File: config.mk
export PLATFORM = sky130hd
export DESIGN_NAME = lsu_mem_ctrl
export DESIGN_NICKNAME = d
export VERILOG_FILES = /design/src/rtl/lsu_mem_ctrl.sv
export SDC_FILE = /design/constraint.sdc
export NUM_CORES = 1
export LEC_CHECK = 0
export CORE_MARGIN = 3
export CORE_UTILIZATION = 40
export CTS_CLUSTER_DIAMETER = 40
export DETAILED_ROUTE_END_ITERATION = 6
export PLACE_DENSITY = 0.76
export RECOVER_POWER = 100
export SYNTH_ARGS = -nofsm -noshare
export SYNTH_HDL_FRONTEND = slang
export SYNTH_SLANG_ARGS = --single-unit
File: constraint.sdc
create_clock -name clk -period 3.4 [get_ports clk]
set_input_delay 0.51 -clock clk [delete_from_list [all_inputs] [get_ports clk]]
set_output_delay 0.51 -clock clk [all_outputs]
set_load 0.03 [all_outputs]
File: src/rtl/lsu_mem_ctrl.sv
// Load/store unit: request/grant/response handshake to the data memory bus,
// byte-enable and lane generation, load extension. Optional: LSU_MISALIGN_TRAP_EN.
module lsu_mem_ctrl #(
  parameter int ADDR_W  = 32,
  parameter int TIMEOUT = 255
) (
  input  logic              clk,
  input  logic              rst,
  input  logic              rd_en,
  input  logic              wr_en,
  input  logic [2:0]        size,
  input  logic [ADDR_W-1:0] addr,
  input  logic [31:0]       wdata,
  output logic              stall,
  output logic [31:0]       rdata_out,
  output logic              done,
  output logic              timeout,
  output logic              mem_req,
  output logic              mem_we,
  output logic [ADDR_W-1:0] mem_addr,
  output logic [3:0]        mem_be,
  output logic [31:0]       mem_wdata,
  input  logic              mem_gnt,
  input  logic              mem_rvalid,
  input  logic [31:0]       mem_rdata
`ifdef LSU_MISALIGN_TRAP_EN
  ,
  output logic              misalign
`endif
);

  typedef enum logic [1:0] {S_IDLE, S_REQ, S_WAIT, S_DONE} state_t;
  typedef enum logic [1:0] {W_BYTE, W_HALF, W_WORD} width_t;

  localparam int CNT_W = (TIMEOUT > 0) ? $clog2(TIMEOUT + 1) : 1;
  localparam logic [CNT_W-1:0] CNT_LAST = CNT_W'((TIMEOUT > 0) ? TIMEOUT - 1 : 0);

  function automatic width_t width_of(input logic [2:0] s);
    case (s)
      3'b001, 3'b100: return W_BYTE;
      3'b010, 3'b101: return W_HALF;
      default:        return W_WORD;
    endcase
  endfunction

  state_t              state_q, state_d;
  logic [ADDR_W-1:0]   addr_q, addr_d;
  logic [2:0]          size_q, size_d;
  logic [31:0]         wdata_q, wdata_d;
  logic                we_q, we_d;
  logic [CNT_W-1:0]    cnt_q, cnt_d;
  logic [31:0]         rdata_q, rdata_d;
  logic                to_q, to_d;
  logic                mis_q, mis_d;

  width_t              in_w, req_w;
  logic [ADDR_W-1:0]   addr_al;
  logic                mis_in;
  logic                cnt_hit;
  logic [31:0]         lane;
  logic [31:0]         load_ext;
  logic [3:0]          be_req;
  logic [31:0]         wdata_rep;

  always_comb begin
    in_w    = width_of(size);
    req_w   = width_of(size_q);
    addr_al = addr;
    mis_in  = 1'b0;
    if (in_w == W_HALF) begin
      addr_al[0] = 1'b0;
      mis_in     = addr[0];
    end else if (in_w == W_WORD) begin
      addr_al[1:0] = 2'b00;
      mis_in       = |addr[1:0];
    end

    // Checked against the cycle index, not an exact match, so a load granted on
    // the last allowed REQ cycle still aborts if its data does not follow at once.
    cnt_hit = (TIMEOUT > 0) && (cnt_q >= CNT_LAST);

    lane = mem_rdata >> {addr_q[1:0], 3'b000};
    case (size_q)
      3'b001:  load_ext = {{24{lane[7]}}, lane[7:0]};
      3'b010:  load_ext = {{16{lane[15]}}, lane[15:0]};
      3'b100:  load_ext = {24'h0, lane[7:0]};
      3'b101:  load_ext = {16'h0, lane[15:0]};
      default: load_ext = lane;
    endcase

    case (req_w)
      W_BYTE: begin
        be_req    = 4'b0001 << addr_q[1:0];
        wdata_rep = {4{wdata_q[7:0]}};
      end
      W_HALF: begin
        be_req    = 4'b0011 << {addr_q[1], 1'b0};
        wdata_rep = {2{wdata_q[15:0]}};
      end
      default: begin
        be_req    = 4'b1111;
        wdata_rep = wdata_q;
      end
    endcase
  end

  // NOTE: every next-state value gets its hold default before the case, so no
  // path through the block can leave a variable unassigned and infer a latch.
  always_comb begin
    state_d = state_q;
    addr_d  = addr_q;
    size_d  = size_q;
    wdata_d = wdata_q;
    we_d    = we_q;
    cnt_d   = cnt_q;
    rdata_d = rdata_q;
    to_d    = to_q;
    mis_d   = mis_q;

    case (state_q)
      S_IDLE: begin
        cnt_d = '0;
        to_d  = 1'b0;
        mis_d = 1'b0;
        if (rd_en || wr_en) begin
          addr_d  = addr_al;
          size_d  = size;
          wdata_d = wdata;
          we_d    = wr_en;
          state_d = S_REQ;
`ifdef LSU_MISALIGN_TRAP_EN
          if (mis_in) begin
            state_d = S_DONE;
            mis_d   = 1'b1;
            if (!wr_en) rdata_d = '0;
          end
`endif
        end
      end
      S_REQ: begin
        cnt_d = cnt_q + CNT_W'(1);
        if (mem_gnt) begin
          state_d = we_q ? S_DONE : S_WAIT;
        end else if (cnt_hit) begin
          state_d = S_DONE;
          to_d    = 1'b1;
          rdata_d = '0;
        end
      end
      S_WAIT: begin
        cnt_d = cnt_q + CNT_W'(1);
        if (mem_rvalid) begin
          rdata_d = load_ext;
          state_d = S_DONE;
        end else if (cnt_hit) begin
          state_d = S_DONE;
          to_d    = 1'b1;
          rdata_d = '0;
        end
      end
      S_DONE: begin
        cnt_d   = '0;
        state_d = S_IDLE;
      end
      default: state_d = S_IDLE;
    endcase
  end

  // NOTE: state registers use non-blocking assignments so every flop samples
  // the pre-edge values regardless of statement order.
  always_ff @(posedge clk or posedge rst) begin
    if (rst) begin
      state_q <= S_IDLE;
      addr_q  <= '0;
      size_q  <= '0;
      wdata_q <= '0;
      we_q    <= 1'b0;
      cnt_q   <= '0;
      rdata_q <= '0;
      to_q    <= 1'b0;
      mis_q   <= 1'b0;
    end else begin
      state_q <= state_d;
      addr_q  <= addr_d;
      size_q  <= size_d;
      wdata_q <= wdata_d;
      we_q    <= we_d;
      cnt_q   <= cnt_d;
      rdata_q <= rdata_d;
      to_q    <= to_d;
      mis_q   <= mis_d;
    end
  end

  // Bus fields are driven only while requesting so they read zero otherwise.
  always_comb begin
    mem_req   = (state_q == S_REQ);
    mem_we    = mem_req & we_q;
    mem_addr  = mem_req ? {addr_q[ADDR_W-1:2], 2'b00} : '0;
    mem_be    = mem_req ? be_req : 4'b0000;
    mem_wdata = mem_req ? wdata_rep : 32'h0;
    done      = (state_q == S_DONE);
    timeout   = done & to_q;
  end

  assign stall     = (rd_en | wr_en) & (state_q != S_DONE);
  assign rdata_out = rdata_q;

`ifdef LSU_MISALIGN_TRAP_EN
  assign misalign = done & mis_q;
`else
  logic unused_mis;
  assign unused_mis = mis_q ^ mis_in;
`endif

endmodule

==> impl_metrics.env <==
export IMPL_viasPerCell=5.37
export IMPL_ys_types=49
export IMPL_leakage_nw=3.50
export IMPL_finalPower_mw=8.01
export IMPL_worst_pin_slew_ps=1520
export IMPL_wl_per_cell_um=18.2
export IMPL_cp_required_ps=2890
export IMPL_setup_tns_ps=0
export IMPL_clkLatencyLatePin_ps=340
export IMPL_synth_avg_cell_area_sq_um=10.8
export IMPL_clk_pin_slew_worst_paths_ps=70
export IMPL_ant_nets=0
export IMPL_synth_compound_area_share_pct=12.0
export IMPL_peakVddDrop_mv=0.629
export IMPL_synth_adder_area_share_pct=1.56
export IMPL_grt_max_degree=112
export IMPL_area_growth_pct=42.0
export IMPL_synth_xor_area_share_pct=1.25
export IMPL_period_share_pct=84.9
export IMPL_layout_nets=824
export IMPL_antenna_found_initial=0
export IMPL_outcome="finished, violations left"
export IMPL_drive_above_1_share_pct=13.8
export IMPL_drt_wl_total_um=16300
export IMPL_finClkSkew_ps=5.47
export IMPL_synth_cell_area_sq_mm=0.00561
export IMPL_async_reset_ff_share_pct=100
export IMPL_ys_seq_area_share_pct=49.5
export IMPL_rows=42
export IMPL_htreeDepth=3
export IMPL_drt_initial_drc_count=375
export IMPL_overflow=0
export IMPL_dp_hpwl_um=11800
export IMPL_core_area_sq_mm=0.0135
export IMPL_slew_viol_final=112
export IMPL_cts_inserted_buffers=9
export IMPL_synthMuxAreaShare_pct=17.4
export IMPL_post_cts_buffers=0
export IMPL_period_minus_slack_ps=2890
export IMPL_drc_errors=0
export IMPL_cts_hold_buf=0
export IMPL_grt_pass1_vias=5024
export IMPL_max_freq_mhz=346
export IMPL_synth_top_family_by_area="multiplexers"
export IMPL_synthSimpleGateAreaFrac_pct=14.9
export IMPL_cts_sinks=111
export IMPL_end_kind="output pin"
export IMPL_synth_warnings=0
export IMPL_die_area_sq_mm=0.0155
export IMPL_cap_violations=1
export IMPL_grt_pass1_wl_um=26400
export IMPL_fin_hold_ws_ps=492
export IMPL_groute_usage_overall_pct=20.7
export IMPL_rsz0062_at_grt="false"
export IMPL_die_width_um=124
export IMPL_critPathMaxFanout=43
export IMPL_dr_total_vias=4797
export IMPL_cts_tree="built"
export IMPL_ys_ff_latch=111
export IMPL_root_buffer="clkbuf_16"
export IMPL_critical_path_class="reg -> out"
export IMPL_firstDrtPassIters=5
export IMPL_violations="max-capacitance violations, max-slew violations"
export IMPL_n_antenna_cell=0
export IMPL_layout_common_cells="dfrtp_1, clkdlybuf4s50_1, dlygate4sd3_1"
export IMPL_cp_data_arrival_time_ps=2380
export IMPL_holdCritPathClass="reg -> reg"
export IMPL_final_common_cell="dfrtp_1"
export IMPL_start_util_pct=41.7
export IMPL_cts_resized=0
export IMPL_power_density_mw_per_mm2=1010
export IMPL_cp_start_kind="flip-flop"
export IMPL_clock_path_buffers=2
export IMPL_syn_inst=517
export IMPL_slew_headroom_pct=-1.54
export IMPL_routabilityCongestion=0.865
export IMPL_hold_viol_final=0
export IMPL_ios=210
export IMPL_setup_viol_count_final=0
export IMPL_io_buffers=207
export IMPL_synth_ff_type="dfrtp_1"
export IMPL_synth_edff_count=0
export IMPL_fp_dieH_um=124
critical path, stage by stage (launching register included):
cell and delay [ps]:
dfrtp_1 430, inv_1 130, ha_1 180, buf_4 330, and2_1 210, dlygate4sd3_1 740
cells by family after synthesis:
| logic type | after synthesis |
|---|---|
| AND/OR/NAND/NOR | 167 |
| adder cells (fa/ha/maj) | 7 |
| buffers and inverters | 44 |
| other | 1 |
| multiplexers | 89 |
| XOR/XNOR | 8 |
| AO/OA/AOI/OAI | 90 |
| flip-flops | 111 |
cells in the mapped netlist, drive strengths merged (2+ instances only):
library cell    n  area, sq um
nor2b           5         31.3
o21a            2         15.0
o2111ai         2         17.5
mux2           66          743
o21ai          17         85.1
and2           48          300
nand3b          2         15.0
xor2            3         26.3
nand3           4         20.0
nor2           16         60.1
a32o            8         80.1
a21oi          20          100
o22ai           8         50.1
a211o           8         70.1
inv             6         22.5
nor3           18         90.1
mux2i          23          230
a311oi          2         35.0
a221o          16          160
dfrtp         111         2780
nand2          64          240
clkbuf         29          109
xnor2           5         43.8
ha              7         87.6
buf             8         51.3
a21o            2         15.0
power by group:
group          internal, mW  switching (mW)  leakage, nW
combinational          1.83            2.79         1.99
sequential             1.92           0.415         1.36
clock                 0.573           0.489        0.142
total                  4.32            3.69         3.50
stage by stage:
step	area, sq um	std cells	utilization [%]	worst slack (ps)
after global placement	7800	877	58.0	842
after global routing	7960	893	59.2	379
after detailed placement	7800	877	58.0	781
after CTS	8100	893	60.2	535
after floorplan	5610	518	-	825
final	7960	893	59.2	513
state kept, by name (all words and copies together) (netlist names):
name       cells
state_q        2
cnt_q          8
rdata_out     32
addr_q        32
to_q           1
size_q         3
wdata_q       32
we_q           1
layer usage:
layer	up-vias	GRT usage, %	wire length (um)
met1	2371	26.7	6690
met3	17	5.32	1220
met2	192	34.7	8140
li1	2217	-	-
met5	-	0	0
met4	0	5.80	206
final timing paths:
path                            endpoint          from  cells after the start  slack [ps]
max                         mem_wdata[7]    state_q[1]                      5         510
min                         rdata_out[7]  rdata_out[7]                      1         490
min reg2reg                 rdata_out[7]  rdata_out[7]                      1         490
max in group asynchronous  rdata_out[27]           rst                      3        1260
min in group asynchronous     addr_q[27]           rst                      3        1230
max reg2reg                rdata_out[24]    state_q[1]                      8         870
area by class of cell:
type / instances / area, sq um
well taps: 176 / 220
repair buffers: 220 / 1990
fillers: 1199 / 5490
inverters: 7 / 30.0
multi-input cells: 363 / 2650
clock inverters: 7 / 72.6
flip-flops and latches: 111 / 2780
clock buffers: 9 / 225
Power figures use the tool's default switching activity.
